`src/rtl/data_mem_bist_pkg.sv`:
```
// rtl/data_mem_bist_pkg.sv - shared types and constants for the Data_Memory march-test BIST
//
// Purpose : state encoding, geometry of the tested memory and the default
//           background pattern, plus a saturating counter helper.
// Ports   : none (package).
package data_mem_bist_pkg;

   // Test sequencer states. The state names the phase whose bus cycle is
   // currently presented to the memory, because all bus outputs are registered.
   typedef enum logic [2:0] {
      ST_IDLE = 3'd0,
      ST_W0   = 3'd1,
      ST_R0W1 = 3'd2,
      ST_R1   = 3'd3,
      ST_DONE = 3'd4
   } state_t;

   localparam int NUM_WORDS  = 32;
   localparam int WORD_BYTES = 8;
   localparam int WORD_IDX_W = $clog2(NUM_WORDS);
   localparam int BYTE_SHIFT = $clog2(WORD_BYTES);

   localparam logic [63:0] DEFAULT_PATTERN = 64'hAAAA_AAAA_AAAA_AAAA;

   // Error counter increment that sticks at all-ones.
   function automatic logic [7:0] sat_inc8(input logic [7:0] v);
      return (v == 8'hFF) ? v : v + 8'd1;
   endfunction

endpackage

```
`src/rtl/data_mem_bist_if.sv`:
```
// rtl/data_mem_bist_if.sv - memory-side bus between the BIST initiator and Data_Memory
//
// Purpose : bundles the Data_Memory control/data pins.
// Signals : MemWrite, MemRead  - cycle type (never both high)
//           Address            - byte address, multiple of the word size
//           WriteData          - data for write cycles, zero otherwise
//           ReadData           - combinational read data from the memory
// Modports: master (BIST side), slave (memory side).
interface data_mem_bist_if #(
   parameter int ADDR_W = 8,
   parameter int DATA_W = 64
);
   logic              MemWrite;
   logic              MemRead;
   logic [ADDR_W-1:0] Address;
   logic [DATA_W-1:0] WriteData;
   logic [DATA_W-1:0] ReadData;

   modport master (
      output MemWrite,
      output MemRead,
      output Address,
      output WriteData,
      input  ReadData
   );

   modport slave (
      input  MemWrite,
      input  MemRead,
      input  Address,
      input  WriteData,
      output ReadData
   );
endinterface

```
`src/rtl/bist_addr_gen.sv`:
```
// rtl/bist_addr_gen.sv - up/down word counter producing the BIST byte address
//
// Purpose : holds the current word index and presents it as a byte address
//           (index x WORD_BYTES).
// Ports   : Clock, Reset_n         - clock, async active-low reset
//           i_load_zero            - load word 0 (highest priority)
//           i_load_last            - load word NUM_WORDS-1
//           i_inc / i_dec          - step up / down by one word
//           o_addr                 - byte address
//           o_last / o_first       - index is at the top / bottom word
module bist_addr_gen
   import data_mem_bist_pkg::*;
#(
   parameter int ADDR_W = 8
) (
   input  logic              Clock,
   input  logic              Reset_n,
   input  logic              i_load_zero,
   input  logic              i_load_last,
   input  logic              i_inc,
   input  logic              i_dec,
   output logic [ADDR_W-1:0] o_addr,
   output logic              o_last,
   output logic              o_first
);

   localparam logic [WORD_IDX_W-1:0] LAST_IDX = WORD_IDX_W'(NUM_WORDS - 1);

   logic [WORD_IDX_W-1:0] r_word;

   always_ff @(posedge Clock or negedge Reset_n) begin
      if (!Reset_n) begin
         r_word <= '0;
      end else if (i_load_zero) begin
         r_word <= '0;
      end else if (i_load_last) begin
         r_word <= LAST_IDX;
      end else if (i_inc) begin
         r_word <= r_word + 1'b1;
      end else if (i_dec) begin
         r_word <= r_word - 1'b1;
      end
   end

   // The address is a pure rewiring of the index register, so it is as
   // glitch-free as a registered output.
   assign o_addr  = ADDR_W'(r_word) << BYTE_SHIFT;
   assign o_last  = (r_word == LAST_IDX);
   assign o_first = (r_word == '0);

endmodule

```
`src/rtl/data_mem_bist.sv`:
```
// rtl/data_mem_bist.sv - three-phase march-test initiator for Data_Memory
//
// Purpose : on Start, writes PATTERN everywhere (W0), then per word reads
//           PATTERN and writes ~PATTERN ascending (R0W1), then reads
//           ~PATTERN descending (R1), counting mismatches.
// Ports   : Clock, Reset_n   - clock, async active-low reset
//           Start            - begin a test (honoured in IDLE and DONE only)
//           mem              - memory bus (master modport)
//           Busy, Done, Pass - status; Pass = Done with no mismatches
//           ErrCount         - saturating mismatch count
//           FailAddr/FailData- address and read data of the first mismatch
module data_mem_bist
   import data_mem_bist_pkg::*;
#(
   parameter int              ADDR_W  = 8,
   parameter int              DATA_W  = 64,
   parameter logic [DATA_W-1:0] PATTERN = DEFAULT_PATTERN
) (
   input  logic              Clock,
   input  logic              Reset_n,
   input  logic              Start,
   data_mem_bist_if.master   mem,
   output logic              Busy,
   output logic              Done,
   output logic              Pass,
   output logic [7:0]        ErrCount,
   output logic [ADDR_W-1:0] FailAddr,
   output logic [DATA_W-1:0] FailData
);

   state_t              r_state;
   logic                r_mem_write;
   logic                r_mem_read;
   logic [DATA_W-1:0]   r_wdata;
   logic                r_busy;
   logic                r_done;
   logic                r_pass;
   logic [7:0]          r_err_count;
   logic [ADDR_W-1:0]   r_fail_addr;
   logic [DATA_W-1:0]   r_fail_data;

   logic [ADDR_W-1:0]   w_addr;
   logic                w_last;
   logic                w_first;
   logic                w_load_zero;
   logic                w_load_last;
   logic                w_inc;
   logic                w_dec;
   logic                w_sample;
   logic [DATA_W-1:0]   w_expect;
   logic                w_mismatch;
   logic [7:0]          w_err_next;

   bist_addr_gen #(
      .ADDR_W (ADDR_W)
   ) u_addr_gen (
      .Clock       (Clock),
      .Reset_n     (Reset_n),
      .i_load_zero (w_load_zero),
      .i_load_last (w_load_last),
      .i_inc       (w_inc),
      .i_dec       (w_dec),
      .o_addr      (w_addr),
      .o_last      (w_last),
      .o_first     (w_first)
   );

   // Address stepping follows the cycle currently on the bus: every cycle in
   // W0 and R1, only after the write half of each R0W1 pair.
   always_comb begin
      w_load_zero = 1'b0;
      w_load_last = 1'b0;
      w_inc       = 1'b0;
      w_dec       = 1'b0;
      case (r_state)
         ST_IDLE, ST_DONE: w_load_zero = Start;
         ST_W0: begin
            if (w_last) w_load_zero = 1'b1;
            else        w_inc       = 1'b1;
         end
         ST_R0W1: begin
            if (r_mem_write) begin
               // R1 starts from the top word, which is where R0W1 ends.
               if (w_last) w_load_last = 1'b1;
               else        w_inc       = 1'b1;
            end
         end
         ST_R1: begin
            if (!w_first) w_dec = 1'b1;
         end
         default: ;
      endcase
   end

   // A read cycle is sampled on the edge that ends it.
   always_comb begin
      w_sample   = ((r_state == ST_R0W1) && r_mem_read) || (r_state == ST_R1);
      w_expect   = (r_state == ST_R1) ? ~PATTERN : PATTERN;
      w_mismatch = w_sample && (mem.ReadData != w_expect);
      w_err_next = w_mismatch ? sat_inc8(r_err_count) : r_err_count;
   end

   always_ff @(posedge Clock or negedge Reset_n) begin
      if (!Reset_n) begin
         r_state     <= ST_IDLE;
         r_mem_write <= 1'b0;
         r_mem_read  <= 1'b0;
         r_wdata     <= '0;
         r_busy      <= 1'b0;
         r_done      <= 1'b0;
         r_pass      <= 1'b0;
         r_err_count <= '0;
         r_fail_addr <= '0;
         r_fail_data <= '0;
      end else begin
         if (w_mismatch) begin
            r_err_count <= w_err_next;
            if (r_err_count == 8'd0) begin
               r_fail_addr <= w_addr;
               r_fail_data <= mem.ReadData;
            end
         end

         case (r_state)
            ST_IDLE, ST_DONE: begin
               if (Start) begin
                  r_state     <= ST_W0;
                  r_mem_write <= 1'b1;
                  r_mem_read  <= 1'b0;
                  r_wdata     <= PATTERN;
                  r_busy      <= 1'b1;
                  r_done      <= 1'b0;
                  r_pass      <= 1'b0;
                  r_err_count <= '0;
                  r_fail_addr <= '0;
                  r_fail_data <= '0;
               end
            end
            ST_W0: begin
               if (w_last) begin
                  r_state     <= ST_R0W1;
                  r_mem_write <= 1'b0;
                  r_wdata     <= '0;
                  r_mem_read  <= 1'b1;
               end
            end
            ST_R0W1: begin
               if (r_mem_read) begin
                  // Read half done: write the inverse to the same word.
                  r_mem_read  <= 1'b0;
                  r_mem_write <= 1'b1;
                  r_wdata     <= ~PATTERN;
               end else begin
                  r_mem_write <= 1'b0;
                  r_wdata     <= '0;
                  r_mem_read  <= 1'b1;
                  if (w_last) r_state <= ST_R1;
               end
            end
            ST_R1: begin
               if (w_first) begin
                  r_state    <= ST_DONE;
                  r_mem_read <= 1'b0;
                  r_busy     <= 1'b0;
                  r_done     <= 1'b1;
                  // Include a mismatch found on this final sampling edge.
                  r_pass     <= (w_err_next == 8'd0);
               end
            end
            default: begin
               r_state     <= ST_IDLE;
               r_mem_write <= 1'b0;
               r_mem_read  <= 1'b0;
               r_wdata     <= '0;
               r_busy      <= 1'b0;
            end
         endcase
      end
   end

   assign mem.MemWrite  = r_mem_write;
   assign mem.MemRead   = r_mem_read;
   assign mem.Address   = w_addr;
   assign mem.WriteData = r_wdata;
   assign Busy          = r_busy;
   assign Done          = r_done;
   assign Pass          = r_pass;
   assign ErrCount      = r_err_count;
   assign FailAddr      = r_fail_addr;
   assign FailData      = r_fail_data;

endmodule

```
`src/flat_wrapper.sv`:
```
// flat-port wrapper written by rule: the top's interface ports become plain ports
module data_mem_bist_flat import data_mem_bist_pkg::*;
#(
   parameter int              ADDR_W  = 8,
   parameter int              DATA_W  = 64,
   parameter logic [DATA_W-1:0] PATTERN = DEFAULT_PATTERN
)
  (Clock, Reset_n, Start, Busy, Done, Pass, ErrCount, FailAddr, FailData, mem_MemWrite, mem_MemRead, mem_Address, mem_WriteData, mem_ReadData);
  data_mem_bist_if #(.ADDR_W(ADDR_W), .DATA_W(DATA_W)) mem_i ();
  input  logic Clock;
  input  logic Reset_n;
  input  logic Start;
  output logic Busy;
  output logic Done;
  output logic Pass;
  output logic [7:0] ErrCount;
  output logic [ADDR_W-1:0] FailAddr;
  output logic [DATA_W-1:0] FailData;
  output wire logic [$bits(mem_i.MemWrite)-1:0] mem_MemWrite;
  output wire logic [$bits(mem_i.MemRead)-1:0] mem_MemRead;
  output wire logic [$bits(mem_i.Address)-1:0] mem_Address;
  output wire logic [$bits(mem_i.WriteData)-1:0] mem_WriteData;
  input wire logic [$bits(mem_i.ReadData)-1:0] mem_ReadData;
  assign mem_MemWrite = mem_i.MemWrite;
  assign mem_MemRead = mem_i.MemRead;
  assign mem_Address = mem_i.Address;
  assign mem_WriteData = mem_i.WriteData;
  assign mem_i.ReadData = mem_ReadData;
  data_mem_bist #(.ADDR_W(ADDR_W), .DATA_W(DATA_W), .PATTERN(PATTERN)) u_core (.Clock(Clock), .Reset_n(Reset_n), .Start(Start), .mem(mem_i), .Busy(Busy), .Done(Done), .Pass(Pass), .ErrCount(ErrCount), .FailAddr(FailAddr), .FailData(FailData));
endmodule
```
`config.mk`:
```
export PLATFORM = sky130hd
export DESIGN_NAME = data_mem_bist_flat
export DESIGN_NICKNAME = d
export VERILOG_FILES = /design/src/rtl/data_mem_bist_pkg.sv /design/src/rtl/data_mem_bist_if.sv /design/src/rtl/bist_addr_gen.sv /design/src/rtl/data_mem_bist.sv /design/src/flat_wrapper.sv
export SDC_FILE = /design/constraint.sdc
export NUM_CORES = 1
export LEC_CHECK = 0
export BUFFER_PORTS_ARGS = -buffer_cell sky130_fd_sc_hd__buf_2
export CORE_MARGIN = 4
export CORE_UTILIZATION = 45
export CTS_BUF_LIST = sky130_fd_sc_hd__clkbuf_8 sky130_fd_sc_hd__clkbuf_16
export DETAILED_ROUTE_END_ITERATION = 10
export HOLD_SLACK_MARGIN = 0.08
export PLACE_DENSITY = 0.73
export SKIP_CTS_REPAIR_TIMING = 1
export SLEW_MARGIN = 5
export SYNTH_ARGS = -nofsm -noshare
export SYNTH_HDL_FRONTEND = slang
export SYNTH_SLANG_ARGS = --single-unit
```
`constraint.sdc`:
```
create_clock -name Clock -period 3.3 [get_ports Clock]
set_input_delay 0.165 -clock Clock [delete_from_list [all_inputs] [get_ports Clock]]
set_output_delay 0.165 -clock Clock [all_outputs]
set_load 0.02 [all_outputs]
```
==> results of run 1 <==
final cells by class:
cell class                 instances  area share, %
clock buffer                       9           3.56
clock inverter                     7          0.930
inverter                           8          0.475
multi-input combinational        330           36.2
sequential                        95           37.6
tap                              143           2.83
timing repair buffer             226           18.4
flip-flops by register name, summed over array words and instances (netlist names):
signal / count
u_core.mem.WriteData: 2
u_core.r_state: 3
u_core.mem.MemRead: 1
u_core.FailData: 64
u_core.u_addr_gen.r_word: 5
u_core.mem.MemWrite: 1
u_core.ErrCount: 8
u_core.Busy: 1
u_core.FailAddr: 8
u_core.Pass: 1
u_core.Done: 1
power by group:
part | switching (W) | internal (W)
clock | 0.000432 | 0.000577
combinational | 0.0000630 | 0.0000481
sequential | 0 | 0.00116
placed cells by master (no fill, tap or decap), types with 2 or more instances in the layout:
cell type	Yosys	layout
or3_1	2	2
nor4bb_1	32	32
dfrtp_1	95	95
and3_4	2	2
clkbuf_16	0	9
a21o_1	5	5
o21ai_0	8	8
conb_1	1	3
mux2i_1	69	69
o2bb2ai_1	2	2
nand2_1	18	18
xor2_1	4	4
nor2_1	84	84
nor3_1	8	8
o22ai_1	3	3
ha_1	5	5
nand4_1	6	6
o21ai_1	2	2
and3_1	7	7
and4b_2	2	2
nand2b_1	4	4
and4_2	3	3
a21oi_1	17	17
buf_2	8	219
xnor2_1	4	4
nand3_1	12	11
inv_1	8	12
buf_4	66	5
and2_1	3	2
nor2b_1	3	3
worst register-to-register path, delay by kind of cell, from the launching register on:
kind	cells	cell delay (ps)
simple gates	4	970
flops	1	580
compound gates	4	540
fa+ha+maj	1	350
buf+inv	1	170
xor+xnor	1	140
metal layers:
metal / part of all wire, % / global-route usage [%]
met5: 0 / 0
met4: 1.2 / 6.50
met2: 47 / 32.5
met3: 11 / 6.42
met1: 41 / 25.5
path summary, 6_finish.rpt:
kind	endpoint	slack, ps	cells past startpoint
max	u_core.u_addr_gen.r_word[4]	440	11
min	u_core.FailData[43]	90	3
max reg2reg	u_core.u_addr_gen.r_word[4]	440	11
min reg2reg	u_core.Done	470	2
max in group asynchronous	u_core.ErrCount[7]	2090	3
min in group asynchronous	u_core.FailData[41]	420	2
per-stage QoR:
step | hold slack [ps] | setup slack [ps] | utilization (%)
global route | 106 | 70.6 | 55.4
floorplan | -131 | 776 | -
CTS | -112 | 442 | 55.3
global placement | 244 | 627 | 52.8
detailed placement | 245 | 471 | 52.8
finish | 92.5 | 439 | 55.4
synthesized netlist by cell type, types with 6 or more instances:
cell      number  area share, %
inv_1          8           0.57
clkbuf_1      13           0.93
mux2i_1       69             13
nor4bb_1      32            6.1
nor3_1         8           0.76
nand4_1        6           0.71
nand3_1       12            1.1
a21oi_1       17            1.6
and3_1         7           0.83
dfrtp_1       95             45
buf_2          8           0.76
nand2_1       18            1.3
nor2_1        84            6.0
buf_4         66            9.4
o21ai_0        8           0.76
cells by family (layout without fill, tap and decap cells):
logic type	after synthesis	after routing	share of synthesized area (%)
AOI/OAI and AO/OA	50	50	6.15
other	1	3	0.0711
DFF	95	95	45.1
xor gates and xnor gates	8	8	1.33
buffers and inverters	96	250	11.9
adders and majority gates	6	6	1.57
muxes	69	69	13.1
and+or+nand+nor	194	194	20.8
==> summary.md, run 1 <==
| Metric | Value |
|---|---|
| Outcome | finished, final reports clean |
| Vias | 4364 |
| Wire per inst | 16.6 microns |
| Largest net degree at the start of global routing | 78 |
| Max Root-Sink Buffers | 2 |
| Async set-or-reset flop fraction in the synthesized netlist | between 90% and 100% |
| Vias/cell | 5.33 |
| Crit path DAT | a little over 3000 ps |
| Launch point of the worst path | u_core.r_state[1] |
| Layout cell share with drive strength beyond 1 | a little under two fifths |
| TritonRoute pass-1 iters | 5 |
| Yosys Warn Count | 0 |
| Minimum clock period | 2860 ps |
| Final setup fails | 0 |
| RSZ-0062 raised after global routing | no |
| Critical Path Start Type | flop |
| Post-DP Area | ~6000 sq um |
| DRC viols | 0 |
| Synth cell types | 53 |
| Max-cap viol count | 0 |
| Mapped Cells | around 520 |
| Final wirelength | between 10000 and 15000 microns |
| Die height | 116 microns |
| Initial Util | 46.2% |
| Leak Pwr | 4.07 nW |
| Cell Pwr Density | approximately 360 nW/um^2 |
| TNS Setup | 0 ps |
| Global route overflow | 0 |
| Max-slew violation count | 0 |
| Final period util | 86.7% |
| Reg clk slew, reported paths | around 60 ps |
| Number of synthesized register bits | 95 |
| Cells along the critical path | nor2b_1, a21oi_1, nor3_1, inv_1, ha_1, nor2b_1, o21ai_0, nand2b_1, xnor2_1, a21boi_0, o2bb2ai_1 |
| CP dominant cell by count | nor2b_1 |
| Hold Path Class | input pin to flop |
| Post-Syn Area | about 5300 sq um |
| Clock Latency Late Sink | approximately 340 ps |
| Finished Layout Cells | roughly 820 |
| CP Class | flop to flop |
| GPL Wtd Cong | 0.923 |
| Critical Path Max Stage Delay | 580 ps |
| Sequential area share after synthesis | between 40% and 50% |
| I/O Pins | about 220 |
| Placed Instances | about 800 |
| Pwr Total | around 0.0023 W |
| Routed Antenna Nets | 0 |
| Core Rows | 39 |
| Fillers | ~1000 |
| CTS tree | built |
| Cts bufs inserted | 9 |
| DP HPWL | 9990 microns |
| Worst r2r src | u_core.r_state[1] |
| Vias in the first global route | between 4000 and 5000 |
| Die area | between 10000 and 15000 sq um |
| Critical-path top delay cell | dfrtp_1 |
| EDFF count, synth | 0 |
| CP Data Required Time | about 3500 ps |
| Tot GR Track Use | about 20% |
| Worst-path fanout max | 15 |
| Max Clk Rate | between 300 and 400 MHz |
| First-pass GRT wire length | 21400 microns |
| Total core area | between 10000 and 15000 sq um |
| Average size of a mapped cell | 10.2 sq um |
| Max-slew headroom | 27.8% |
| Area Overhead vs Synth | 20.0% |
| Chip Width | 116 microns |
| Final nets | between 700 and 800 |
| Clk root buf | clkbuf_16 |
| Antenna diodes | 0 |
| Register area | about 2400 sq um |
| H-tree Lvls | 3 |
| Final Hold Vio Count | 0 |
| PortBufs | between 200 and 250 |
| Worst slew pin tran | roughly 1100 ps |
| DRT iter0 DRCs | around 240 |
| Clk sink count | 95 |
| Crit end category | flop |
| Initial antenna violation count | 0 |
| CP bufs+invs | 1 |
| Clock skew | about 6.5 ps |
| Synth Flop Type | dfrtp_1 |
| VDD IR max | between 0.2 and 0.25 mV |
| Hold path start | mem_ReadData[43] |
| Area of the multi-input gates | 2290 sq um |
| Crit-path leading delay family | simple AND/OR/NAND/NOR gates |
| Layout Cell Area excl Fill | approximately 6300 sq um |
(Power assumes the default switching activity.)
==> run 2: changes to the inputs <==
--- a/config.mk
+++ b/config.mk
@@ -5,13 +5,14 @@
 export SDC_FILE = /design/constraint.sdc
 export NUM_CORES = 1
 export LEC_CHECK = 0
+export ABC_AREA = 1
 export BUFFER_PORTS_ARGS = -buffer_cell sky130_fd_sc_hd__buf_2
 export CORE_MARGIN = 4
 export CORE_UTILIZATION = 45
 export CTS_BUF_LIST = sky130_fd_sc_hd__clkbuf_8 sky130_fd_sc_hd__clkbuf_16
 export DETAILED_ROUTE_END_ITERATION = 10
 export HOLD_SLACK_MARGIN = 0.08
-export PLACE_DENSITY = 0.73
+export PLACE_DENSITY = 0.72
 export SKIP_CTS_REPAIR_TIMING = 1
 export SLEW_MARGIN = 5
 export SYNTH_ARGS = -nofsm -noshare
==> summary.md, run 2 <==
| Metric | Value |
|---|---|
| Outcome | finished, final reports clean |
| DRC viols | 0 (unchanged) |
| R2r setup slk | 510 ps (+70 ps) |
| Synth area leader | dfrtp_1 |
| Layout cell share with drive strength beyond 1 | 29.8% (-7.6 points) |
| Core Rows | 40 (+2.6%) |
| Leak Pwr | 3.68 nW (-9.5%) |
| Max-slew violation count | 0 (unchanged) |
| CTS tree | built |
| Top-area cell type share of the netlist area | 43.3% (-1.8 points) |
| Area of the multi-input gates | 1980 sq um (-13%) |
| Post-Syn Area | 5490 sq um (+4.2%) |
| Synth cell types | 41 (-23%) |
| Setup Slack @ Placement | 483 ps (+11.2 ps) |
| Clk sink count | 95 (unchanged) |
| CP Class | flop to flop |
| Wire per inst | 13.5 microns (-18%) |
| Finished Layout Cells | 1007 (+23%) |
| Launch point of the worst path | u_core.r_state[2] |
| DP HPWL | 9990 microns (about the same) |
| Largest net degree at the start of global routing | 142 (+82%) |
| Most frequent cell after synthesis | inv_1 |
| Die area | 14000 sq um (+3.9%) |
| Worst r2r src | u_core.r_state[2] |
| Fillers | 1208 (+21%) |
| H-tree Lvls | 3 (unchanged) |
| Yosys Warn Count | 0 (unchanged) |
| TritonRoute pass-1 iters | 4 (-1) |
| Commonest cells post-synth | inv_1, dfrtp_1, nand2_1 |
| Number of synthesized register bits | 95 (unchanged) |
| Clock skew | 10.4 ps (+3.92 ps) |
| Most frequent cells in the layout | buf_2, inv_1, dfrtp_1 |
| Max Root-Sink Buffers | 2 (unchanged) |
| Max Clk Rate | 358 MHz (+2.5%) |
| CP bufs+invs | 3 (+2) |
| Worst-path fanout max | 141 (+126) |
| Total stage count of the critical path | 12 (+1) |
| Final setup fails | 0 (unchanged) |
| Total core area | 12000 sq um (+4.8%) |
| Antenna diodes | 0 (unchanged) |
| Die height | 118 microns (+1.9%) |
| Async set-or-reset flop fraction in the synthesized netlist | 100% (unchanged) |
| Mapped Cells | 705 (+36%) |
| Initial Util | 45.9% (-0.23 points) |
| I/O Pins | 224 (unchanged) |
| Placed Instances | 990 (+24%) |
| Cts bufs inserted | 9 (unchanged) |
| CP Data Required Time | 3550 ps (+30 ps) |
| Register area | 2380 sq um (unchanged) |
| Sequential area share after synthesis | 43.3% (-1.8 points) |
| VDD IR max | 0.458 mV (+87%) |
| CP endpoint | u_core.FailAddr[3] |
| Chip Width | 118 microns (+1.9%) |
| Synth Flop Type | dfrtp_1 |
| Synth top area cells | dfrtp_1, buf_4, inv_1 |
| Crit-path leading delay family | buffers and inverters |
| Final period util | 84.6% (-2.2 points) |
| Vias in the first global route | 4386 (+5.1%) |
| EDFF count, synth | 0 (unchanged) |
| Crit path DAT | 3040 ps (-40 ps) |
| R2R cell count | 12 (+1) |
| Initial antenna violation count | 0 (unchanged) |
| Clock Latency Late Sink | 340 ps (about the same) |
| Critical Path Start Type | flop |
| Worst slew pin tran | 1210 ps (+132 ps) |
| GPL Wtd Cong | 0.863 (-6.5%) |
| Reg clk slew, reported paths | 70 ps (about the same) |
| Most common cell after layout, fill and taps aside | buf_2 |
| Critical-path top delay cell | buf_4 |
| Cells along the critical path | inv_1, nand2_2, nor2_8, inv_4, nor2_2, nand3_2, nand2_4, nand2_8, nand4_4, buf_4, o21ai_0, a21oi_1 |
| Final nets | 928 (+25%) |
| Routed Antenna Nets | 0 (unchanged) |
| Global route overflow | 0 (unchanged) |
| Fin worst setup slack | 510 ps (+71.0 ps) |
| Clk root buf | clkbuf_16 |
| TNS Setup | 0 ps (unchanged) |
| Max-slew headroom | 19.0% (-8.8 points) |
| DRT iter0 DRCs | 316 (+33%) |
| Cell Pwr Density | 1040 nW/um^2 (+190%) |
| Hold Path Class | input pin to flop |
| Final core utilization | 53.8% (-1.6 points) |
| Area Overhead vs Synth | 17.1% |
| Average size of a mapped cell | 7.79 sq um (-23%) |
| Minimum clock period | 2790 ps (-71.0 ps) |
| Vias/cell | 4.75 (-11%) |
| RSZ-0062 raised after global routing | no |
| Crit end category | flop |
| RR Endpoint | u_core.FailAddr[3] |
| Max reg flops | 64 (unchanged) |
| Final wirelength | 13600 microns (+0.35%) |
| PortBufs | 220 (unchanged) |
| Max-cap viol count | 0 (unchanged) |
| Final Hold Vio Count | 0 (unchanged) |
| Vias | 4786 (+9.7%) |
| First-pass GRT wire length | 22000 microns (+3.2%) |
| Tot GR Track Use | 19.0% (-0.99 points) |
| Critical Path Max Stage Delay | 890 ps (+310 ps) |
==> run 2: metal layers <==
| metal | GRT usage, % | vias up | wire, microns |
|---|---|---|---|
| li1 | - | 2470 | - |
| met1 | 26.0 | 2173 | 6110 |
| met2 | 31.2 | 136 | 6600 |
| met3 | 3.68 | 7 | 771 |
| met4 | 5.00 | 0 | 123 |
| met5 | 0 | - | 0 |
==> run 2: stage by stage <==
stage | hold WS, ps | total power (W) | area (sq um)
2_1_floorplan | -131 | 0.00502 | 5500
3_3_place_gp | 368 | 0.00572 | 6160
3_5_place_dp | 372 | 0.00579 | 6160
4_1_cts | 2.01 | 0.00676 | 6420
5_1_grt | 146 | 0.00725 | 6430
6_report | 134 | 0.00667 | 6430
==> run 2: cells by family after synthesis <==
group | after synthesis | synth area share [%]
flops | 95 | 43.3
other cells | 1 | 0.0683
simple gates | 207 | 17.2
compound gates | 175 | 16.2
mux | 1 | 0.205
buf+inv | 215 | 20.8
xor+xnor | 5 | 0.797
fa+ha+maj | 6 | 1.50
==> run 2: area by class of cell <==
type	count	area share, %
repair buffers	225	17.8
clock buffers	9	3.50
flip-flops and latches	95	36.9
clock inverters	7	0.642
multi-input cells	397	30.8
well taps	147	2.86
inverters	127	7.45
==> run 2: how the worst min path moves through the flow <==
stage / slack, ps / end / cells after the start / startpoint
after CTS: 2 / u_core.FailData[36] / 1 / Reset_n
after detailed placement: 370 / u_core.FailData[36] / 1 / Reset_n
after floorplan: -130 / u_core.Busy / 0 / Reset_n
after global routing: 150 / u_core.FailData[50] / 3 / mem_ReadData[50]
after global placement: 370 / u_core.FailData[36] / 1 / Reset_n
final: 130 / u_core.FailData[38] / 3 / mem_ReadData[38]
==> run 2: power by group <==
part	total (W)	internal (W)	switching (W)
combinational	0.00369	0.00120	0.00249
clock	0.000950	0.000506	0.000444
sequential	0.00203	0.00169	0.000343
total	0.00667	0.00340	0.00327
==> run 2: tightest hold or removal path, delay by kind of cell <==
family,cells,cell delay (ps)
AO/OA/AOI/OAI,2,160
buffers and inverters,1,100
